$ cat src/rtl/div_unit_pkg.sv
// Shared encodings for the multi-cycle divider: FSM states and ready/start levels.
package div_unit_pkg;

    typedef enum logic [1:0] {
        DivFree   = 2'b00,
        DivByZero = 2'b01,
        DivOn     = 2'b10,
        DivEnd    = 2'b11
    } div_state_t;

    localparam logic DivResultReady    = 1'b1;
    localparam logic DivResultNotReady = 1'b0;
    localparam logic DivStart          = 1'b1;
    localparam logic DivStop           = 1'b0;

endpackage

$ cat src/rtl/div_unit.sv
// Restoring radix-2 DIV/DIVU divider producing {remainder, quotient}, one quotient bit per cycle.
// Latency: ready_o at edge WIDTH+1 after start_i is sampled; divide-by-zero answers at edge 2.
// Backpressure: result_o/ready_o hold in END until the requester drops start_i; annul_i flushes ON/BYZERO.
module div_unit
    import div_unit_pkg::*;
#(
    parameter int WIDTH = 32,
    parameter int CNT_W = 6
) (
    input  logic               clk,
    input  logic               Rst_n,
    input  logic               signed_div_i,
    input  logic [WIDTH-1:0]   opdata1_i,
    input  logic [WIDTH-1:0]   opdata2_i,
    input  logic               start_i,
    input  logic               annul_i,
    output logic [2*WIDTH-1:0] result_o,
    output logic               ready_o
);

    div_state_t         state;
    logic [CNT_W-1:0]   cnt;
    logic [2*WIDTH:0]   work;
    logic [WIDTH-1:0]   divisor;
    logic               neg_q;
    logic               neg_r;

    logic               op1_neg;
    logic               op2_neg;
    logic [WIDTH-1:0]   dvd_abs;
    logic [WIDTH-1:0]   dvs_abs;
    logic [WIDTH:0]     diff;
    logic [WIDTH-1:0]   q_raw;
    logic [WIDTH-1:0]   r_raw;
    logic [WIDTH-1:0]   q_fix;
    logic [WIDTH-1:0]   r_fix;

    assign op1_neg = signed_div_i & opdata1_i[WIDTH-1];
    assign op2_neg = signed_div_i & opdata2_i[WIDTH-1];
    assign dvd_abs = op1_neg ? -opdata1_i : opdata1_i;
    assign dvs_abs = op2_neg ? -opdata2_i : opdata2_i;

    // Trial subtraction of the divisor from the current partial remainder.
    assign diff  = {1'b0, work[2*WIDTH-1:WIDTH]} - {1'b0, divisor};

    assign q_raw = work[WIDTH-1:0];
    assign r_raw = work[2*WIDTH:WIDTH+1];
    assign q_fix = neg_q ? -q_raw : q_raw;
    assign r_fix = neg_r ? -r_raw : r_raw;

    always_ff @(posedge clk or negedge Rst_n) begin
        if (!Rst_n) begin
            state    <= DivFree;
            cnt      <= '0;
            work     <= '0;
            divisor  <= '0;
            neg_q    <= 1'b0;
            neg_r    <= 1'b0;
            result_o <= '0;
            ready_o  <= DivResultNotReady;
        end else begin
            case (state)
                DivFree: begin
                    result_o <= '0;
                    ready_o  <= DivResultNotReady;
                    if (start_i == DivStart && !annul_i) begin
                        cnt     <= '0;
                        divisor <= dvs_abs;
                        neg_q   <= op1_neg ^ op2_neg;
                        neg_r   <= op1_neg;
                        work    <= {{WIDTH{1'b0}}, dvd_abs, 1'b0};
                        state   <= (opdata2_i == '0) ? DivByZero : DivOn;
                    end
                end

                // The zero-divisor answer waits one extra cycle so it lands at edge 2.
                DivByZero: begin
                    if (annul_i) begin
                        state    <= DivFree;
                        result_o <= '0;
                        ready_o  <= DivResultNotReady;
                    end else if (cnt == '0) begin
                        cnt <= CNT_W'(1);
                    end else begin
                        state    <= DivEnd;
                        result_o <= '0;
                        ready_o  <= DivResultReady;
                    end
                end

                DivOn: begin
                    if (annul_i) begin
                        state    <= DivFree;
                        result_o <= '0;
                        ready_o  <= DivResultNotReady;
                    end else if (cnt != CNT_W'(WIDTH)) begin
                        if (diff[WIDTH])
                            work <= {work[2*WIDTH-1:0], 1'b0};
                        else
                            work <= {diff[WIDTH-1:0], work[WIDTH-1:0], 1'b1};
                        cnt <= cnt + CNT_W'(1);
                    end else begin
                        state    <= DivEnd;
                        result_o <= {r_fix, q_fix};
                        ready_o  <= DivResultReady;
                    end
                end

                DivEnd: begin
                    if (start_i == DivStop) begin
                        state    <= DivFree;
                        result_o <= '0;
                        ready_o  <= DivResultNotReady;
                    end
                end

                default: state <= DivFree;
            endcase
        end
    end

endmodule

$ cat config.mk
export PLATFORM = sky130hd
export DESIGN_NAME = div_unit
export DESIGN_NICKNAME = d
export VERILOG_FILES = /design/src/rtl/div_unit_pkg.sv /design/src/rtl/div_unit.sv
export SDC_FILE = /design/constraint.sdc
export NUM_CORES = 1
export LEC_CHECK = 0
export CORE_MARGIN = 1
export CORE_UTILIZATION = 50
export DETAILED_ROUTE_END_ITERATION = 8
export PLACE_DENSITY = 0.73
export SYNTH_ARGS = -nofsm -noshare
export SYNTH_HDL_FRONTEND = slang
export SYNTH_SLANG_ARGS = --single-unit
export TNS_END_PERCENT = 30
$ cat constraint.sdc
create_clock -name clk -period 4.64 [get_ports clk]
set_clock_uncertainty 0.15 [all_clocks]
set_input_delay 0.928 -clock clk [delete_from_list [all_inputs] [get_ports clk]]
set_output_delay 0.928 -clock clk [all_outputs]
set_load 0.02 [all_outputs]
# Yosys cells after proc, flatten, opt, wreduce, memory -nomap -nowiden
# Cells that the tools add are included.
[word_totals]
elab_cells = 76
regBits = 172
inputBits = 69
out_inout_bits = 65
[op_classes]
add_sub_neg = 6
n_bitwise = 3
n_reduce_logical = 12
n_mux = 35
n_eq_ne = 12
[ops]
columns = ["operator", "count"]
rows = [
  ["$mux W64", 5],
  ["$mux W65", 4],
  ["$pmux W64 S4", 1],
  ["$pmux W65 S2", 1],
  ["$mux W32", 4],
  ["$neg A32 Y32", 4],
  ["$sub A32 B32 Y33", 1],
  ["$logic_not A32 Y1", 1],
  ["$mux W6", 5],
  ["$pmux W6 S3", 1],
  ["$mux W2", 7],
  ["$ne A2 B2 Y1 const B", 6],
  ["$pmux W2 S4", 1],
  ["$reduce_and A4 Y1", 2],
  ["$add A6 B1 Y6 const B", 1],
  ["$logic_not A6 Y1", 1],
  ["$ne A3 B3 Y1 const B", 2],
  ["$ne A6 B6 Y1 const B", 1],
  ["$reduce_and A6 Y1", 1],
  ["$mux W1", 5],
  ["$eq A2 B2 Y1 const B", 2],
  ["$pmux W1 S4", 1],
  ["$reduce_and A3 Y1", 1],
  ["$reduce_bool A3 Y1", 1],
  ["8 further kinds", 9],
]

# Longest topological paths before layout
# Gate-level depths: netlist of run 1.
[logic_depth]
word_depth = 5
depth_mapped = 13

# Worst setup path before layout of run 1
# No wires, ideal clock.
[synth_path]
kind = "input port to flip-flop"
start = "input port opdata1_i[5]"
end = "register work[28]"
slack_ps = 1271
path_buffers = 0
t_arrival_ps = 3094
t_required_ps = 4365
setup_time_ps = 125
stages = 8
path_cell_list = "or4_1 or4b_1 nor3_2 and3_1 a21oi_1 xnor2_1 o21ai_0 mux2_2"
[synth_via]
elab_chain_cells = 4
[synth_rtl]
columns = ["item", "line_no", "rtl"]
rows = [
  ["start: declaration", "div_unit.sv:13", "input logic [WIDTH-1:0] opdata1_i,"],
  ["$neg A32 Y32", "div_unit.sv:40", "assign dvd_abs = op1_neg ? -opdata1_i : opdata1_i;"],
  ["$mux W32", "div_unit.sv:40", ""],
  ["$mux W65", "div_unit.sv:66", "if (start_i == DivStart && !annul_i) begin"],
  ["$pmux W65 S2", "div_unit.sv:62", "case (state)"],
  ["end signal: assignment", "div_unit.sv:71", "work <= {{WIDTH{1'b0}}, dvd_abs, 1'b0};"],
  ["end signal: assignment", "div_unit.sv:98", "work <= {work[2*WIDTH-1:0], 1'b0};"],
  ["end signal: assignment", "div_unit.sv:100", "work <= {diff[WIDTH-1:0], work[WIDTH-1:0], 1'b1};"],
  ["end: declaration", "div_unit.sv:23", "logic [2*WIDTH:0] work;"],
]
# No other way between the ends. The select of a mux whose other input is x is not followed.
# A chain may end at the register's enable or synchronous reset.

# Final worst setup path of run 1
[layout_path]
start = "register divisor[0]"
end = "register work[36]"
[layout_via]
elab_chain_cells = 5
[layout_rtl]
columns = ["item", "line_no", "rtl"]
rows = [
  ["start: declaration", "div_unit.sv:24", "logic [WIDTH-1:0] divisor;"],
  ["start signal: assignment", "div_unit.sv:68", "divisor <= dvs_abs;"],
  ["$sub A32 B32 Y33", "div_unit.sv:44", "assign diff = {1'b0, work[2*WIDTH-1:WIDTH]} - {1'b0, divisor};"],
  ["$mux W65", "div_unit.sv:97", "if (diff[WIDTH])"],
  ["$mux W65", "div_unit.sv:96", "end else if (cnt != CNT_W'(WIDTH)) begin"],
  ["$mux W65", "div_unit.sv:92", "if (annul_i) begin"],
  ["$pmux W65 S2", "div_unit.sv:62", ""],
]
# No other way between the ends. The select of a mux whose other input is x is not followed.

==> results.sh, run 1 <==
export IMPL_overflow=0
export IMPL_fin_crit_ps=3830
export IMPL_drt_wirelength_per_cell_um=16.4
export IMPL_reg2reg_to="work[36]"
export IMPL_start_kind="flop"
export IMPL_io_buffer_count=133
export IMPL_synth_edf_count=0
export IMPL_die_h_um=153
export IMPL_peakVddDrop_mv=0.329
export IMPL_row_count=54
export IMPL_ys_types=68
export IMPL_ant_nets=0
export IMPL_coreArea_um2=22100
export IMPL_min_period_over_period=0.825
export IMPL_rr_worst_depth=11
export IMPL_maxSlewViolCount=0
export IMPL_fillCellCount=1965
export IMPL_syn_cell_area_um2=11400
export IMPL_final_nets=1574
export IMPL_htree_levels=4
export IMPL_worstSetupEndpointType="flop"
export IMPL_grt_pass1_wl_um=47700
export IMPL_grt_start_max_net_pins=94
export IMPL_first_pass_iters=5
export IMPL_antenna_found_initial=0
export IMPL_place_congestion=0.929
export IMPL_dpl_cell_count=1720
export IMPL_rsz0062_at_grt="no"
export IMPL_tightest_slew_ps=1130
export IMPL_syn_to_final_growth_pct=18.4
export IMPL_cts_hold_buf=0
export IMPL_cts_tree="yes"
export IMPL_fmax_mhz=261
export IMPL_ys_seq_area_frac=0.377
export IMPL_outcome="finished, final reports clean"
export IMPL_stdcell_count=1752
export IMPL_via_per_inst=5.73
export IMPL_slew_headroom=0.246
export IMPL_crit_fanout=20
export IMPL_postRouteWirelength_um=28800
export IMPL_synth_net_count=1483
export IMPL_drc=0
export IMPL_crit_path_end="work[36]"
export IMPL_drt_initial_drc_count=654
export IMPL_postCtsSetupBuffers=0
export IMPL_final_common_cell="nand2_1"
export IMPL_syn_avg_cell_area_um2=8.34
export IMPL_placed_area_um2=12900
export IMPL_synthArstFlopShare=1.00
export IMPL_maxCapViolations=0
export IMPL_ys_ff_latch=172
export IMPL_finalInstanceArea_um2=13500
export IMPL_fin_util=0.612
export IMPL_grt_pass1_vias=9422
export IMPL_num_vias=10038
export IMPL_reg2reg_from="divisor[0]"
export IMPL_die_width_um=153
export IMPL_clk_latency_ps=440
export IMPL_cts_resized=0
export IMPL_setup_tns_final_ps=0
export IMPL_setup_violations=0
export IMPL_grt_total_usage=0.250
export IMPL_rrSetupSlack_ps=810
export IMPL_cp_arrival_ps=3970
export IMPL_timing_final_hold_violations=0
export IMPL_critical_path_class="flop to flop"
export IMPL_cts_buffers=17
export IMPL_hold_path_class="flop to flop"
export IMPL_ioPinCount=134
export IMPL_cts_clk_slew_worst_paths_ps=70
export IMPL_clkSinkCount=172
export IMPL_clk_path_buf_depth=2
export IMPL_dp_hpwl_um=21200
export IMPL_antenna_cells=0
export IMPL_synthFlopType="dfrtp_1"
export IMPL_start_util=0.517
export IMPL_mostFrequentLayoutCells="235 x nand2_1, 172 x dfrtp_1, 166 x o21ai_0"
export IMPL_postSynthCellCount=1368
export IMPL_cts_root_buf="clkbuf_16"
export IMPL_cp_required_ps=4780
export IMPL_drive_gt1_frac=0.0442
export IMPL_yosysWarnings=0
export IMPL_powerDensity_nw_per_um2=609
export IMPL_cp_startpoint="divisor[0]"
export IMPL_leakagePower_nw=5.77
export IMPL_dieArea_um2=23400
[cells in the mapped netlist, types with 5 or more instances]
cell	n	area [µm²]
inv_1	61	229
o41ai_1	12	105
and3_1	8	50.1
nand2b_1	16	100
xnor2_1	50	438
nor4_1	12	75.1
dfrtp_1	172	4300
buf_1	5	18.8
a21o_1	10	75.1
o221ai_1	11	96.3
o31ai_1	20	150
xor2_1	92	806
nand4_1	8	50.1
o21ai_1	44	220
or4_1	12	90.1
nand3_1	12	60.1
o21ai_0	166	831
o21bai_1	5	37.5
o211ai_1	6	45.0
a21oi_1	77	385
ha_1	45	563
a31oi_1	5	31.3
clkbuf_1	62	233
nand2_1	235	882
or3_1	22	138
nor2b_1	5	31.3
nor2_1	61	229
nor3_1	22	110
mux2i_1	32	320
and2_1	7	43.8
[state kept, by name (all words and copies together) (netlist names)]
signal and cells:
cnt 6, state 2, work 65, divisor 32
neg_r 1, neg_q 1, result_o 64, ready_o 1
[area by class of cell]
class,instances,area [µm²],area share
tap,280,350,0.0259
clock inverter,15,143,0.0106
sequential,172,4300,0.318
clock buffer,17,425,0.0315
inverter,61,229,0.0169
timing repair buffer,144,1440,0.107
multi-input combinational,1063,6630,0.490
[per-layer routing]
metal	part of all wire	vias up	global-route usage
met1	0.51	4735	0.375
met4	0.018	0	0.0760
met3	0.044	42	0.0315
met5	0	-	0
li1	-	4989	-
met2	0.43	272	0.374
[through the flow]
stage	hold WS [ps]	power (mW)	worst slack [ps]
after floorplan	300	5.55	1270
after global placement	311	6.69	587
after detailed placement	320	6.79	569
after CTS	336	8.22	853
after global routing	355	8.85	561
final	328	8.24	811
[worst min-delay path by stage]
stage / slack [ps] / to / depth (start not counted) / startpoint
5_1_grt: 350 / result_o[27] / 2 / result_o[27]
6_report: 330 / divisor[10] / 2 / divisor[10]
2_1_floorplan: 300 / divisor[10] / 2 / divisor[10]
4_1_cts: 340 / divisor[8] / 2 / divisor[8]
3_3_place_gp: 310 / result_o[25] / 2 / result_o[25]
3_5_place_dp: 320 / divisor[10] / 2 / divisor[10]
[cells by family after synthesis]
group,share of synthesized area
and+or+nand+nor,0.181
DFF,0.377
adders and majority gates,0.0511
muxes,0.0291
buffers and inverters,0.0445
xor gates and xnor gates,0.109
AOI/OAI and AO/OA,0.208
[worst max-delay path, cell delays in order (launching register included)]
cell	delay, ps
dfrtp_1	410
ha_1	220
fa_1	380
nand2b_1	210
a21o_1	200
a21oi_1	320
o21ai_1	230
o31a_1	390
o21bai_4	560
buf_4	310
mux2i_1	210
o21ai_0	90
[power by group]
part,total [mW],switching [mW],internal [mW]
Clock,1.41,0.690,0.717
Combinational,4.33,2.57,1.75
Sequential,2.50,0.555,1.95
No activity file was read; power rests on OpenSTA's default activity.
==> inputs of run 2 (changes only) <==
--- a/config.mk
+++ b/config.mk
@@ -8,7 +8,7 @@
 export CORE_MARGIN = 1
 export CORE_UTILIZATION = 50
 export DETAILED_ROUTE_END_ITERATION = 8
-export PLACE_DENSITY = 0.73
+export PLACE_DENSITY = 0.75
 export SYNTH_ARGS = -nofsm -noshare
 export SYNTH_HDL_FRONTEND = slang
 export SYNTH_SLANG_ARGS = --single-unit
==> constraint.sdc (replaced) <==
create_clock -name clk -period 3.4 [get_ports clk]
set_clock_uncertainty 0.15 [all_clocks]
set_input_delay 0.68 -clock clk [delete_from_list [all_inputs] [get_ports clk]]
set_output_delay 0.68 -clock clk [all_outputs]
set_load 0.02 [all_outputs]
==> results.sh, run 2 (same netlist as run 1, synthesis figures left out) <==
export IMPL_outcome="finished, final reports clean"
export IMPL_fin_crit_ps=3210
export IMPL_top_regs="work: 65 flops, result_o: 64 flops, divisor: 32 flops"
export IMPL_dpl_cell_count=1758
export IMPL_start_util=0.517
export IMPL_cp_arrival_ps=3350
export IMPL_clk_latency_ps=430
export IMPL_regMostFlops="work"
export IMPL_start_kind="flop"
export IMPL_crit_fanout=21
export IMPL_rsz0062_at_grt="no"
export IMPL_cp_required_ps=3540
export IMPL_syn_to_final_growth_pct=21.4
export IMPL_ant_nets=0
export IMPL_final_common_cell="nand2_1"
export IMPL_die_h_um=153
export IMPL_die_width_um=153
export IMPL_peakVddDrop_mv=0.526
export IMPL_slowest_delay_ps=380
export IMPL_clkSinkCount=172
export IMPL_cts_tree="yes"
export IMPL_dp_hpwl_um=22200
export IMPL_dieArea_um2=23400
export IMPL_cts_clk_slew_worst_paths_ps=70
export IMPL_fmax_mhz=312
export IMPL_min_period_over_period=0.943
export IMPL_slew_headroom=0.283
export IMPL_tightest_slew_ps=1080
export IMPL_largest_register_ffs=65
export IMPL_timing_final_hold_violations=0
export IMPL_cp_slowest_cell="fa_1"
export IMPL_setup_tns_final_ps=0
export IMPL_setup_violations=0
export IMPL_power_mw=11.4
export IMPL_htree_levels=4
export IMPL_path_buf_inv=2
export IMPL_placed_area_um2=13300
export IMPL_via_per_inst=5.70
export IMPL_drt_initial_drc_count=752
export IMPL_first_pass_iters=5
export IMPL_crit_family="compound AO/OA/AOI/OAI gates"
export IMPL_num_vias=10203
export IMPL_maxSlewViolCount=0
export IMPL_cts_hold_buf=0
export IMPL_cts_buffers=17
export IMPL_antenna_cells=0
export IMPL_grt_start_max_net_pins=76
export IMPL_overflow=0
export IMPL_cp_cell_sequence="inv_1 > ha_1 > fa_1 > nand2b_1 > a21o_1 > a21oi_2 > o21ai_1 > o31a_1 > o21bai_4 > buf_12 > mux2i_1 > o21ai_0"
export IMPL_hold_path_class="input port to asynchronous set/reset pin"
export IMPL_powerDensity_nw_per_um2=821
export IMPL_worstSetupEndpointType="flop"
export IMPL_coreArea_um2=22100
export IMPL_cts_root_buf="clkbuf_16"
export IMPL_drc=0
export IMPL_drt_wirelength_per_cell_um=16.4
export IMPL_grt_pass1_wl_um=49200
export IMPL_row_count=54
export IMPL_mostFrequentLayoutCells="235 x nand2_1, 172 x dfrtp_1, 166 x o21ai_0"
export IMPL_fillCellCount=1888
export IMPL_leakagePower_nw=5.96
export IMPL_grt_total_usage=0.259
export IMPL_io_buffer_count=133
export IMPL_drive_gt1_frac=0.0702
export IMPL_place_congestion=0.965
export IMPL_critical_path_class="flop to flop"
export IMPL_antenna_found_initial=0
export IMPL_postRouteWirelength_um=29400
export IMPL_stdcell_count=1790
export IMPL_maxCapViolations=0
export IMPL_clk_path_buf_depth=2
export IMPL_final_nets=1612
export IMPL_ioPinCount=134
export IMPL_finalInstanceArea_um2=13900
export IMPL_grt_pass1_vias=9599
==> run 2: cell types whose count changed in the layout (fill, tap and decap cells not counted), moves of 2 or more <==
cell | before | now
buf_12 | 2 | 5
buf_4 | 9 | 44
clkinv_4 | 4 | 2
inv_6 | 4 | 6
inv_8 | 6 | 4
==> run 2: stage by stage <==
stage | hold slack (ps) | utilization | worst slack, ps
after floorplan | 234 | - | 279
after global placement | 311 | 0.601 | -83.2
after detailed placement | 321 | 0.601 | -184
after CTS | 146 | 0.626 | 157
after global routing | 172 | 0.627 | 49.8
final | 117 | 0.627 | 193
==> run 2: repair_timing <==
| action | CTS | global route |
|---|---|---|
| setup endpoints to repair | 0 | 4 |
| resized for setup | 0 | 3 |
| setup buffers | 0 | 0 |
==> run 2: area by class of cell <==
type                            count  area [µm²]  share of cell area
Inverter                           61         229              0.0165
Sequential cell                   172        4300               0.311
Clock buffer                       17         425              0.0307
Multi-Input combinational cell   1063        6640               0.479
Tap cell                          280         350              0.0253
Clock inverter                     15         144              0.0104
Timing Repair Buffer              182        1760               0.127
==> run 2: path summary, 6_finish.rpt <==
kind                       startpoint            to  slack (ps)  cells after the start
max                          work[32]      work[44]         190                     12
min                             Rst_n        cnt[2]         120                      1
max reg2reg                  work[32]      work[44]         190                     12
min reg2reg                divisor[6]    divisor[6]         330                      2
max in group asynchronous       Rst_n  result_o[41]        2210                      2
min in group clk           divisor[6]    divisor[6]         330                      2
==> run 2: layer usage <==
layer	global-route usage	wire length (µm)	vias to the layer above
met5	0	0	-
met4	0.0544	303	0
met3	0.0431	1870	29
met2	0.387	12800	330
met1	0.392	14400	4773
li1	-	-	5071
==> run 2: power breakdown <==
part	switching, mW	internal (mW)	leakage [nW]
clock network	0.919	0.976	0.280
registers	0.766	2.66	2.29
logic	3.56	2.50	3.39
